`src/rtl/ascii_to_bin_packer_pkg.sv`:
```
// Shared constants and types for the ASCII <-> 112-bit word data path.
// Used by the packer and by the companion 112-bit-to-16-character splitter.
package ascii_to_bin_packer_pkg;

    localparam int unsigned CHAR_W    = 7;
    localparam int unsigned NUM_CHARS = 16;
    localparam int unsigned WORD_W    = CHAR_W * NUM_CHARS;

    localparam logic [CHAR_W-1:0] PAD_CHAR = 7'h20;

    // Slot index / character count; one bit wider than needed so that
    // "one past the last slot" (16) is representable.
    typedef logic [4:0] slot_t;

    localparam slot_t LAST_SLOT = slot_t'(NUM_CHARS - 1);

endpackage

```
`src/rtl/ascii_to_bin_packer_if.sv`:
```
// Character-in / word-out handshake bundle for ascii_to_bin_packer.
//   master : character producer and word consumer (drives char_*, flush, word_ready)
//   slave  : the packer (drives char_ready, word_out, word_valid, char_count)
interface ascii_to_bin_packer_if;
    import ascii_to_bin_packer_pkg::*;

    logic [CHAR_W-1:0] char_in;
    logic              char_valid;
    logic              char_ready;
    logic              flush;
    logic [WORD_W-1:0] word_out;
    logic              word_valid;
    logic              word_ready;
    slot_t             char_count;

    modport master (
        output char_in, char_valid, flush, word_ready,
        input  char_ready, word_out, word_valid, char_count
    );

    modport slave (
        input  char_in, char_valid, flush, word_ready,
        output char_ready, word_out, word_valid, char_count
    );

endinterface

```
`src/rtl/ascii_to_bin_packer_slot_writer.sv`:
```
// ascii_slot_writer: combinational helper for the packer.
//   acc_i      : current accumulation word
//   slot_i     : slot to overwrite with char_i when we_i is set
//   pad_from_i : first slot to be padded on a flush (NUM_CHARS => no padding)
//   acc_o      : acc_i with the selected slot replaced
//   pad_mask_o : all-ones over every slot >= pad_from_i
module ascii_slot_writer
    import ascii_to_bin_packer_pkg::*;
(
    input  logic [WORD_W-1:0] acc_i,
    input  slot_t             slot_i,
    input  logic [CHAR_W-1:0] char_i,
    input  logic              we_i,
    input  slot_t             pad_from_i,
    output logic [WORD_W-1:0] acc_o,
    output logic [WORD_W-1:0] pad_mask_o
);

    always_comb begin
        acc_o      = acc_i;
        pad_mask_o = '0;
        for (int unsigned k = 0; k < NUM_CHARS; k++) begin
            if (we_i && (slot_i == slot_t'(k))) begin
                acc_o[k*CHAR_W +: CHAR_W] = char_i;
            end
            if (slot_t'(k) >= pad_from_i) begin
                pad_mask_o[k*CHAR_W +: CHAR_W] = {CHAR_W{1'b1}};
            end
        end
    end

endmodule

```
`src/rtl/ascii_to_bin_packer.sv`:
```
// ascii_to_bin_packer: packs 16 7-bit ASCII characters into one 112-bit word.
// An accumulation register fills while the previous word waits in the output
// register. A flush closes a partial word, padding unused slots with PAD_CHAR.
//   clk    : rising-edge clock
//   rst_n  : asynchronous active-low reset
//   bus_io : slave side of the character/word handshake bundle
module ascii_to_bin_packer
    import ascii_to_bin_packer_pkg::*;
(
    input  logic                   clk,
    input  logic                   rst_n,
    ascii_to_bin_packer_if.slave   bus_io
);

    logic [WORD_W-1:0] acc_q, acc_d;
    logic [WORD_W-1:0] word_q, word_d;
    slot_t             count_q, count_d;
    logic              word_valid_q, word_valid_d;
    logic              flush_pend_q, flush_pend_d;

    logic              out_free;
    logic              char_ready;
    logic              accept;
    logic              flush_eff;
    logic              close;
    slot_t             pad_from;
    logic [WORD_W-1:0] acc_wr;
    logic [WORD_W-1:0] pad_mask;
    logic [WORD_W-1:0] packed_word;

    always_comb begin
        out_free   = !word_valid_q || bus_io.word_ready;
        // Slot 15 can only be taken if the completed word has somewhere to go.
        char_ready = !flush_pend_q && !((count_q == LAST_SLOT) && !out_free);
        accept     = bus_io.char_valid && char_ready;
        pad_from   = count_q + {4'b0, accept};
        // A flush on an empty accumulator with no accept is dropped.
        flush_eff  = flush_pend_q || (bus_io.flush && (accept || (count_q != '0)));
    end

    ascii_slot_writer u_slot_writer (
        .acc_i      (acc_q),
        .slot_i     (count_q),
        .char_i     (bus_io.char_in),
        .we_i       (accept),
        .pad_from_i (pad_from),
        .acc_o      (acc_wr),
        .pad_mask_o (pad_mask)
    );

    always_comb begin
        // With 16 chars pad_from is 16, the mask is empty and no padding applies.
        packed_word  = (acc_wr & ~pad_mask) | ({NUM_CHARS{PAD_CHAR}} & pad_mask);
        close        = (accept && (count_q == LAST_SLOT)) || (flush_eff && out_free);
        flush_pend_d = flush_eff && !close;
        count_d      = close ? slot_t'(0) : pad_from;
        acc_d        = close ? '0 : acc_wr;

        word_d       = word_q;
        word_valid_d = word_valid_q;
        if (close) begin
            word_d       = packed_word;
            word_valid_d = 1'b1;
        end else if (bus_io.word_ready) begin
            word_valid_d = 1'b0;
        end
    end

    always_ff @(posedge clk or negedge rst_n) begin
        if (!rst_n) begin
            acc_q        <= '0;
            word_q       <= '0;
            count_q      <= '0;
            word_valid_q <= 1'b0;
            flush_pend_q <= 1'b0;
        end else begin
            acc_q        <= acc_d;
            word_q       <= word_d;
            count_q      <= count_d;
            word_valid_q <= word_valid_d;
            flush_pend_q <= flush_pend_d;
        end
    end

    assign bus_io.char_ready = char_ready;
    assign bus_io.word_out   = word_q;
    assign bus_io.word_valid = word_valid_q;
    assign bus_io.char_count = count_q;

endmodule

```
`src/flat_wrapper.sv`:
```
// flat-port wrapper written by rule: the top's interface ports become plain ports
module ascii_to_bin_packer_flat import ascii_to_bin_packer_pkg::*;
  (clk, rst_n, bus_io_char_in, bus_io_char_valid, bus_io_flush, bus_io_word_ready, bus_io_char_ready, bus_io_word_out, bus_io_word_valid, bus_io_char_count);
  ascii_to_bin_packer_if bus_io_i ();
  input  logic clk;
  input  logic rst_n;
  input wire logic [$bits(bus_io_i.char_in)-1:0] bus_io_char_in;
  input wire logic [$bits(bus_io_i.char_valid)-1:0] bus_io_char_valid;
  input wire logic [$bits(bus_io_i.flush)-1:0] bus_io_flush;
  input wire logic [$bits(bus_io_i.word_ready)-1:0] bus_io_word_ready;
  output wire logic [$bits(bus_io_i.char_ready)-1:0] bus_io_char_ready;
  output wire logic [$bits(bus_io_i.word_out)-1:0] bus_io_word_out;
  output wire logic [$bits(bus_io_i.word_valid)-1:0] bus_io_word_valid;
  output wire logic [$bits(bus_io_i.char_count)-1:0] bus_io_char_count;
  assign bus_io_i.char_in = bus_io_char_in;
  assign bus_io_i.char_valid = bus_io_char_valid;
  assign bus_io_i.flush = bus_io_flush;
  assign bus_io_i.word_ready = bus_io_word_ready;
  assign bus_io_char_ready = bus_io_i.char_ready;
  assign bus_io_word_out = bus_io_i.word_out;
  assign bus_io_word_valid = bus_io_i.word_valid;
  assign bus_io_char_count = bus_io_i.char_count;
  ascii_to_bin_packer u_core (.clk(clk), .rst_n(rst_n), .bus_io(bus_io_i));
endmodule
```
`config.mk`:
```
export PLATFORM = sky130hd
export DESIGN_NAME = ascii_to_bin_packer_flat
export DESIGN_NICKNAME = d
export VERILOG_FILES = /design/src/rtl/ascii_to_bin_packer_pkg.sv /design/src/rtl/ascii_to_bin_packer_if.sv /design/src/rtl/ascii_to_bin_packer_slot_writer.sv /design/src/rtl/ascii_to_bin_packer.sv /design/src/flat_wrapper.sv
export SDC_FILE = /design/constraint.sdc
export NUM_CORES = 1
export LEC_CHECK = 0
export CAP_MARGIN = 20
export CORE_MARGIN = 4
export CORE_UTILIZATION = 25
export CTS_BUF_LIST = sky130_fd_sc_hd__clkbuf_8 sky130_fd_sc_hd__clkbuf_16
export CTS_CLUSTER_SIZE = 8
export DETAILED_ROUTE_END_ITERATION = 16
export PLACE_DENSITY = 0.45
export SYNTH_ARGS = -nofsm -noshare
export SYNTH_HDL_FRONTEND = slang
export SYNTH_SLANG_ARGS = --single-unit
export TNS_END_PERCENT = 100
```
`constraint.sdc`:
```
create_clock -name clk -period 3.82 [get_ports clk]
set_input_delay 0.573 -clock clk [delete_from_list [all_inputs] [get_ports clk]]
set_output_delay 0.573 -clock clk [all_outputs]
set_load 0.01 [all_outputs]
```
==> results.tsv, run 1 <==
metric	value	unit
Worst Hold Launch	u_core.bus_io.word_out[106]	
# diodes	0	
Hold Crit Depth	2	
Design Area, Final	12200	um2
Hold Crit Class	flip-flop to flip-flop	
dpl cell area	11300	um2
critical path type	input port to flip-flop	
area grow syn2layout	30.4	%
FF-to-FF Start	u_core.bus_io.char_count[1]	
crit-path max FO	14	
Setup Buffers After CTS	0	
CP Capture Type	flip-flop	
largest net degree at the start of global routing	118	
Critical Path Start Type	input port	
R2R cell count	11	
clk sinks	231	
initial DRC count	433	
Seq cells post-synth	231	
commonest non-fill, non-tap cells in the layout	231 x dfrtp_1, 129 x nor2_1, 129 x clkdlybuf4s50_1, 115 x nand2_1, 110 x mux2i_1	
Final period util	82.8	%
global-route wire length before repair	44.3	mm
initial antenna violation count	0	
CTS resizes	0	
# port buffers	130	
full die area	40600	um2
core box area	36800	um2
R2R setup slack	720	ps
Die X	202	um
Worst-Skew Late Latency	490	ps
clock slew at reported path FFs	50	ps
Nets	998	
Die Ht	202	um
status	finished, final reports clean	
slowest stage delay, CP	450	ps
CTS Root Cell	clkbuf_16	
worst slew pin tran	1060	ps
vias in the first global route	6864	
drt wl/cell	19.5	um
required time of the critical path	4220	ps
grt ovf	0	
Setup Total Neg Slack	0	ps
final setup vio count	0	
Max VDD drop	256	uV
post-synth top area cell	dfrtp_1	
row cnt	70	
DRT antenna net count	0	
largest cells by area after synthesis	dfrtp_1 62%, mux2i_1 12%, nor2_1 5.2%, nand2_1 4.6%, o31ai_1 4.3%	
CTS Hold Bufs	1	
Worst Hold Path EP	u_core.bus_io.word_out[106]	
post-synthesis async set-or-reset flop share	100	%
critical path arrival	3570	ps
drc violations	0	
# IOs	131	
leak pwr	5.99	nW
Worst Clk Skew	14.0	ps
EDFF count, synth	0	
final wirelength	28.3	mm
RSZ-0062 raised after global routing	false	
Syn Inst Count	841	
layout cells sized above 1	7.92	%
Synth Flop Type	dfrtp_1	
Max Fclk	316	MHz
WP buf/inv	2	
vias	6640	
crit-path leading delay family	simple AND/OR/NAND/NOR gates	
CTS buffer count	34	
HPWL after detailed placement	18.5	mm
syn_nets	855	
CTS Buffer Depth	3	
first-pass iteration count of the detailed router	4	
Critical R2R Capture	u_core.bus_io.word_out[29]	
sequential area share after synthesis	61.7	%
synth unique cells	43	
Fin. Hold Viols	0	
Slew Limit Fails	0	
commonest non-fill, non-tap cell in the layout	dfrtp_1	
post-DR vias/cell	4.57	
max cap viols	0	
mapped cell area	9370	um2
pwr dens	566	nW/um2
H-tree depth	2	
CTS tree	yes	
Slowest-stage cell, CP	clkdlybuf4s50_1	
crit-path cells	clkdlybuf4s50_1, nand2b_1, nor3_1, nor2_1, ha_1, ha_1, xnor2_1, nor2_1, o311ai_0, buf_4, nand2_1, o21ai_0	
Final Power	6.92	mW
Yosys top cell area share	61.7	%
Mean Syn Cell Area	11.1	um2
Warnings, synthesis	0	
min Tclk post-route	3160	ps
Slew headroom	29.3	%
GRT Total Usage	13.8	%
GP Congestion	0.758	
Layout fillers	3746	
initial core utilization	25.5	%
-- layout make-up --
type	count	area [um2]	area share [%]
sequential	231	5780	47.3
tap	468	586	4.79
multi-input combinational	550	3350	27.4
clock inverter	2	12.5	0.102
inverter	6	22.5	0.184
clock buffer	35	876	7.17
timing repair buffer	161	1600	13.1
-- power breakdown --
| part | internal, mW | leakage [nW] | switching, mW |
|---|---|---|---|
| logic | 0.514 | 2.42 | 0.981 |
| clock network | 1.61 | 0.441 | 1.03 |
| registers | 2.67 | 3.13 | 0.125 |
-- registers in the layout, indices dropped and copies added, names as in the netlist --
signal and flops:
u_core.bus_io.word_out 112, u_core.bus_io.word_valid 1, u_core.acc_q 112, u_core.bus_io.char_count 5, u_core.flush_pend_q 1
-- cells in the mapped netlist (3+ instances only) --
cell / count
a21o_1: 5
a21oi_1: 10
a31oi_1: 13
and2_1: 11
buf_2: 28
clkbuf_1: 24
dfrtp_1: 231
inv_1: 6
mux2i_1: 110
nand2_1: 115
nand3_1: 7
nor2_1: 129
nor3_1: 6
nor3b_1: 3
o21ai_0: 39
o21ai_1: 6
o22a_1: 3
o2bb2ai_1: 3
o31ai_1: 54
or2_2: 4
xor2_1: 5
-- metal layers --
metal / global-route usage (%) / part of all wire [%] / vias to the layer above
li1: - / - / 3156
met1: 19.2 / 47 / 3328
met2: 22.6 / 48 / 124
met3: 2.79 / 3.9 / 32
met4: 2.95 / 1.3 / 0
met5: 0 / 0 / -
-- worst register-to-register path, cell delays in order (launching register included) --
cell	delay, ps
dfrtp_1	610
nand2_1	90
nor3_1	230
nor2_1	90
ha_1	280
ha_1	390
xnor2_1	260
nor2_1	70
o311ai_0	430
buf_4	200
nand2_1	140
o21ai_0	230
-- cells by family after synthesis --
group | count (synthesis) | share of synthesized area (%)
and+or+nand+nor | 291 | 13.0
muxes | 112 | 12.0
DFF | 231 | 61.7
buffers and inverters | 60 | 2.79
AOI/OAI and AO/OA | 138 | 9.64
xor gates and xnor gates | 7 | 0.654
adders and majority gates | 2 | 0.267
-- through the flow --
step / cells / hold WS (ps) / worst slack [ps] / utilization, %
6_report: 1453 / 472 / 658 / 33.2
3_5_place_dp: 1415 / 415 / 178 / 30.8
3_3_place_gp: 1414 / 414 / 180 / 30.7
5_1_grt: 1453 / 496 / 271 / 33.2
4_1_cts: 1453 / 481 / 661 / 33.2
2_1_floorplan: 841 / 277 / 807 / -
-- worst max path at each step --
stage,from,end,slack [ps],cells after the start
final,bus_io_word_ready,u_core.bus_io.word_out[29],660,12
after global routing,bus_io_word_ready,u_core.bus_io.word_out[31],270,12
after CTS,bus_io_word_ready,u_core.bus_io.word_out[29],660,12
after detailed placement,bus_io_word_ready,u_core.bus_io.word_out[32],180,12
after global placement,bus_io_word_ready,u_core.bus_io.word_out[28],180,12
after floorplan,u_core.bus_io.char_count[2],u_core.bus_io.word_out[70],810,13
No activity file was read; power rests on OpenSTA's default activity.
==> run 2, diff against run 1 <==
==> constraint.sdc (replaced) <==
create_clock -name clk -period 3 [get_ports clk]
set_input_delay 0.45 -clock clk [delete_from_list [all_inputs] [get_ports clk]]
set_output_delay 0.45 -clock clk [all_outputs]
set_load 0.01 [all_outputs]
==> run 2 against run 1 <==
Effect of this change: highest routed layer unchanged; critical path type unchanged; clock-buffer cell count rose by 2; register-to-register slack got worse by 420 ps; clock power rose by 31%.
==> results.tsv, run 2 (synthesized netlist as in run 1, its figures left out) <==
metric	value	unit	change
R2R cell count	10		-1
CTS Buffer Depth	3		unchanged
RSZ-0062 raised after global routing	false		
required time of the critical path	3400	ps	-820 ps
# diodes	0		unchanged
# port buffers	130		unchanged
row cnt	70		unchanged
Place WS	-330	ps	-508 ps
crit path launch	bus_io_word_ready		
layout cells sized above 1	12.1	%	+4.1 points
pwr dens	721	nW/um2	+27%
clock slew at reported path FFs	50	ps	about the same
Critical R2R Capture	u_core.bus_io.word_out[72]		
commonest non-fill, non-tap cell in the layout	dfrtp_1		
final setup vio count	0		unchanged
CP Capture Type	flip-flop		
Worst Clk Skew	11.6	ps	-2.36 ps
area grow syn2layout	34.6	%	
GP Congestion	0.763		+0.65%
leak pwr	6.22	nW	+3.8%
initial core utilization	25.5	%	unchanged
# IOs	131		unchanged
final wirelength	28.0	mm	-0.92%
initial antenna violation count	0		unchanged
post-DR vias/cell	4.55		-0.48%
core box area	36800	um2	unchanged
Layout fillers	3751		+0.13%
CTS buffer count	34		unchanged
Die Ht	202	um	unchanged
min Tclk post-route	2710	ps	
crit-path max FO	9		-5
largest net degree at the start of global routing	63		-47%
full die area	40600	um2	unchanged
drc violations	0		unchanged
commonest non-fill, non-tap cells in the layout	231 x dfrtp_1, 129 x nor2_1, 129 x clkdlybuf4s50_1, 115 x nand2_1, 110 x mux2i_1		
GRT Total Usage	13.8	%	about the same
worst slew pin tran	754	ps	-304 ps
Max VDD drop	382	uV	+49%
status	finished, final reports clean		
FF-to-FF Start	u_core.bus_io.char_count[4]		
hold_ws	475	ps	+3.47 ps
vias	6808		+2.5%
slack of the critical path	294	ps	-364 ps
Final period util	90.2	%	
initial DRC count	333		-23%
DRT antenna net count	0		unchanged
Hold Crit Class	flip-flop to flip-flop		
Nets	1041		+4.3%
Worst-Skew Late Latency	490	ps	about the same
Slew headroom	49.6	%	+20 points
H-tree depth	2		unchanged
Fin. Hold Viols	0		unchanged
clk sinks	231		unchanged
Max Fclk	370	MHz	
first-pass iteration count of the detailed router	4		unchanged
critical path capture point	u_core.bus_io.word_out[72]		
Setup Buffers After CTS	0		unchanged
vias in the first global route	7145		+4.1%
R2R setup slack	300	ps	-420 ps
Slew Limit Fails	0		unchanged
critical path arrival	3100	ps	-470 ps
CTS Root Cell	clkbuf_16		
critical path type	input port to flip-flop		
global-route wire length before repair	44.5	mm	+0.40%
max cap viols	0		unchanged
Critical Path Start Type	input port		
grt ovf	0		unchanged
Die X	202	um	unchanged
HPWL after detailed placement	18.7	mm	+1.6%
CTS tree	yes		
drt wl/cell	18.7	um	-3.8%
## run 2: cell count changes in the layout (fill, tap and decap cells not counted), sizes merged
cell	previous run	this run
inv	8	7
buf	31	74
clkbuf	35	37
## run 2: through the flow
stage	std cells	util, %	area [um2]	power [mW]	setup TNS (ps)
after global placement	1458	31.7	11700	5.75	-18140
final	1497	34.3	12600	9.10	0
after global routing	1497	34.3	12600	9.62	0
after CTS	1497	34.3	12600	9.28	0
after detailed placement	1458	31.7	11700	5.75	-15890
after floorplan	841	-	9370	4.66	0
## run 2: critical path, stage by stage
cell,delay [ps]
clkdlybuf4s50_1,460
nand2b_1,200
nor3_1,240
nor2_1,80
ha_1,200
ha_2,250
buf_4,170
a31oi_1,240
o21ai_0,210
or2_2,400
o31ai_1,210
## run 2: final cells by class
class	instances	area [um2]	area share, %
flip-flops and latches	231	5780	45.8
multi-input cells	550	3360	26.6
repair buffers	204	1940	15.4
clock buffers	37	926	7.34
well taps	468	586	4.64
inverters	6	22.5	0.179
clock inverters	1	3.75	0.0298
## run 2: what timing repair did
item	CTS	global route
resized for setup	0	4
endpoints found under the setup margin	0	15
hold buffers	1	0
endpoints found under the hold margin	57	0
## run 2: worst min path at each step
stage	startpoint	to	slack, ps	depth (start not counted)
global placement	rst_n	u_core.acc_q[30]	440	1
CTS	u_core.bus_io.word_out[27]	u_core.bus_io.word_out[27]	480	2
finish	u_core.bus_io.word_out[7]	u_core.bus_io.word_out[7]	480	2
detailed placement	rst_n	u_core.bus_io.word_out[30]	450	1
global route	u_core.bus_io.word_out[55]	u_core.bus_io.word_out[55]	500	2
floorplan	rst_n	u_core.acc_q[0]	150	0
## run 2: report_power, final
part	leakage (nW)	switching, mW	internal, mW
Combinational	2.63	1.31	0.821
Sequential	3.13	0.129	3.40
Clock	0.461	1.30	2.14
Total	6.22	2.73	6.36
## run 2: metal layers
| metal | part of all wire, % | track usage, % | wire length, um | up-vias |
|---|---|---|---|---|
| met5 | 0 | 0 | 0 | - |
| met4 | 1.6 | 2.98 | 441 | 0 |
| met3 | 3.9 | 2.63 | 1090 | 36 |
| met2 | 47 | 22.6 | 13200 | 129 |
| met1 | 47 | 19.2 | 13200 | 3406 |
| li1 | - | - | - | 3237 |
==> RTL edit (flow settings as in run 2) <==
Change the package constant `NUM_CHARS` from 16 to 8.
--- a/src/rtl/ascii_to_bin_packer_pkg.sv
+++ b/src/rtl/ascii_to_bin_packer_pkg.sv
@@ -3,7 +3,7 @@
 package ascii_to_bin_packer_pkg;
 
     localparam int unsigned CHAR_W    = 7;
-    localparam int unsigned NUM_CHARS = 16;
+    localparam int unsigned NUM_CHARS = 8;
     localparam int unsigned WORD_W    = CHAR_W * NUM_CHARS;
 
     localparam logic [CHAR_W-1:0] PAD_CHAR = 7'h20;
Ports: changed (resized bus_io_word_out); port bits go from 131 to 75. No check against the original RTL was run, so the function may have changed too.
==> RTL edit against run 2 <==
- routed wire length decreased by 52%
- non-clock buffer count shrank 100
- synthesized area down 47%
- worst setup slack got worse by 0.071 ns
- die area is 45% lower
- core utilization up 0.14 points
- clock power down 39%
- sequential cell count fell by 112
- final area down 47%
- sequential share of layout area fell by 1.5 points
- power fell by 37%
- hold slack worse by 0.40 ns
==> RTL edit: results (changes against run 2) <==
stage,metric,value,unit,change
run_status,outcome,finished clean,,
cells_and_area,fill count,2020,,-46%
clocking,H-tree depth,4,,+2
global_routing,vias in the first global route,3782,,-47%
global_routing,initial antenna violation count,0,,unchanged
cells_and_area,Seq area share,0.443,,-0.0153
drt,WL per Instance,16.6,um,-11%
setup_path,crit-path max cell delay,0.51,ns,+0.05 ns
sta,Slew headroom,0.556,,+0.0602
drt,Vias/cell,4.38,,-3.8%
drt,DR iter-0 viols,182,,-45%
power,Switching Power,1.80,mW,-34%
cells_and_area,final non-filler cell total,805,,-46%
power,maximum vdd drop,0.373,mV,-2.3%
global_routing,global-route wire length before repair,21.6,mm,-51%
cells_and_area,Seq Cell Count,119,,-48%
logic_synthesis,cell count after synthesis,433,,-49%
global_routing,aggregate global-route resource usage,0.128,,-0.0102
drt,WL met3,627,um,-42%
cells_and_area,Clock Network Area Fraction,0.0914,,+0.0177
cells_and_area,final-stage net count,541,,-48%
setup_path,CP max stage cell,a21oi_1,,
cells_and_area,layout multi-input combinational cell count,283,,-49%
clocking,Num CTS Buffers,17,,-50%
placement,Port Buf Inserts,74,,-43%
logic_synthesis,sequential cell area fraction in the yosys report,0.600,,-0.0170
logic_synthesis,post-synthesis net count,447,,-48%
cells_and_area,signal buffers share of area,0.143,,-0.0104
global_routing,routing usage on met3,0.0365,,+0.0102
setup_path,WP data arrival,3.05,ns,-0.05 ns
logic_synthesis,top post-synthesis cells by count,"dfrtp_1 (119), nor2_1 (69), nand2_1 (51)",,
clocking,Longest Clk Path Bufs,2,,-1
logic_synthesis,Synth cell types,42,,-2.3%
power,Leakage,3.27,nW,-47%
cells_and_area,layout cell share with drive strength beyond 1,0.135,,+0.0147
power,largest power group,clock,,
global_routing,met2 Usage GRT,0.195,,-0.0311
cells_and_area,final-layout clock buffer total,19,,-49%
setup_path,"delay-heaviest family, CP",compound AO/OA/AOI/OAI gates,,
min_path,Worst Hold Class,in2async,,
cells_and_area,bufs w/o clock,104,,-49%
sta,Worst Skew,0.00952,ns,-0.00211 ns
cells_and_area,Area Overhead vs Synth,35.4,%,
placement,routability cong.,0.814,,+6.7%
placement,dpl cells,773,,-47%
placement,DP HPWL,9.13,mm,-51%
clocking,"Reg clk slew, reported paths",0.05,ns,about the same
global_routing,met1 usage in global routing,0.177,,-0.0149
power,part of the power in registers,0.353,,-0.035
cells_and_area,area of the multi-input gates,1830,um^2,-46%
logic_synthesis,Synth area leaders,"dfrtp_1 (60%), mux2i_1 (9.9%), o31ai_1 (6.4%)",,
logic_synthesis,most frequent cell after synthesis,dfrtp_1,,
power,combinational gate power,1.61,mW,-24%
power,power per cell area,853,nW/um^2,+18%
global_routing,largest net degree at the start of global routing,53,,-16%
drt,met2 WL,6.18,mm,-53%
clocking,Worst-Skew Late Latency,0.41,ns,-0.08 ns
## RTL edit: cell count changes in the layout (fill, tap and decap cells not counted), sizes merged, moves of 12 or more
cell / run 2 / this run
dfrtp: 231 / 119
nand2: 115 / 51
mux2i: 110 / 49
nor2: 130 / 70
clkdlybuf4s50: 129 / 73
o21ai: 45 / 1
buf: 74 / 31
clkbuf: 37 / 19
o31ai: 54 / 42
## RTL edit: logic make-up after synthesis
family                   share of synthesized area
AND/OR/NAND/NOR                              0.146
flip-flops                                   0.600
AO/OA/AOI/OAI                                0.109
XOR/XNOR                                   0.00706
adder cells (fa/ha/maj)                    0.00504
multiplexers                                0.0988
buffers and inverters                       0.0338
## RTL edit: final timing paths
kind | end | cells past startpoint | startpoint | slack, ns
max in group asynchronous | u_core.acc_q[0] | 2 | rst_n | 2.17
setup reg to reg | u_core.bus_io.word_out[16] | 10 | u_core.bus_io.char_count[3] | 0.22
hold reg to reg | u_core.bus_io.word_out[41] | 2 | u_core.bus_io.word_out[41] | 0.47
setup / recovery | u_core.bus_io.word_out[16] | 10 | u_core.bus_io.char_count[3] | 0.22
min in group clk | u_core.bus_io.word_out[41] | 2 | u_core.bus_io.word_out[41] | 0.47
hold / removal | u_core.acc_q[49] | 1 | rst_n | 0.08
## RTL edit: through the flow
| step | setup TNS, ns | total power, mW | setup WS (ns) | utilization |
|---|---|---|---|---|
| after floorplan | 0 | 2.98 | 0.0539 | - |
| after global placement | -0.214 | 3.66 | -0.0330 | 0.313 |
| after detailed placement | -1.19 | 3.68 | -0.0877 | 0.313 |
| after CTS | 0 | 5.83 | 0.215 | 0.344 |
| after global routing | 0 | 6.08 | 0.0257 | 0.344 |
| final | 0 | 5.74 | 0.223 | 0.344 |
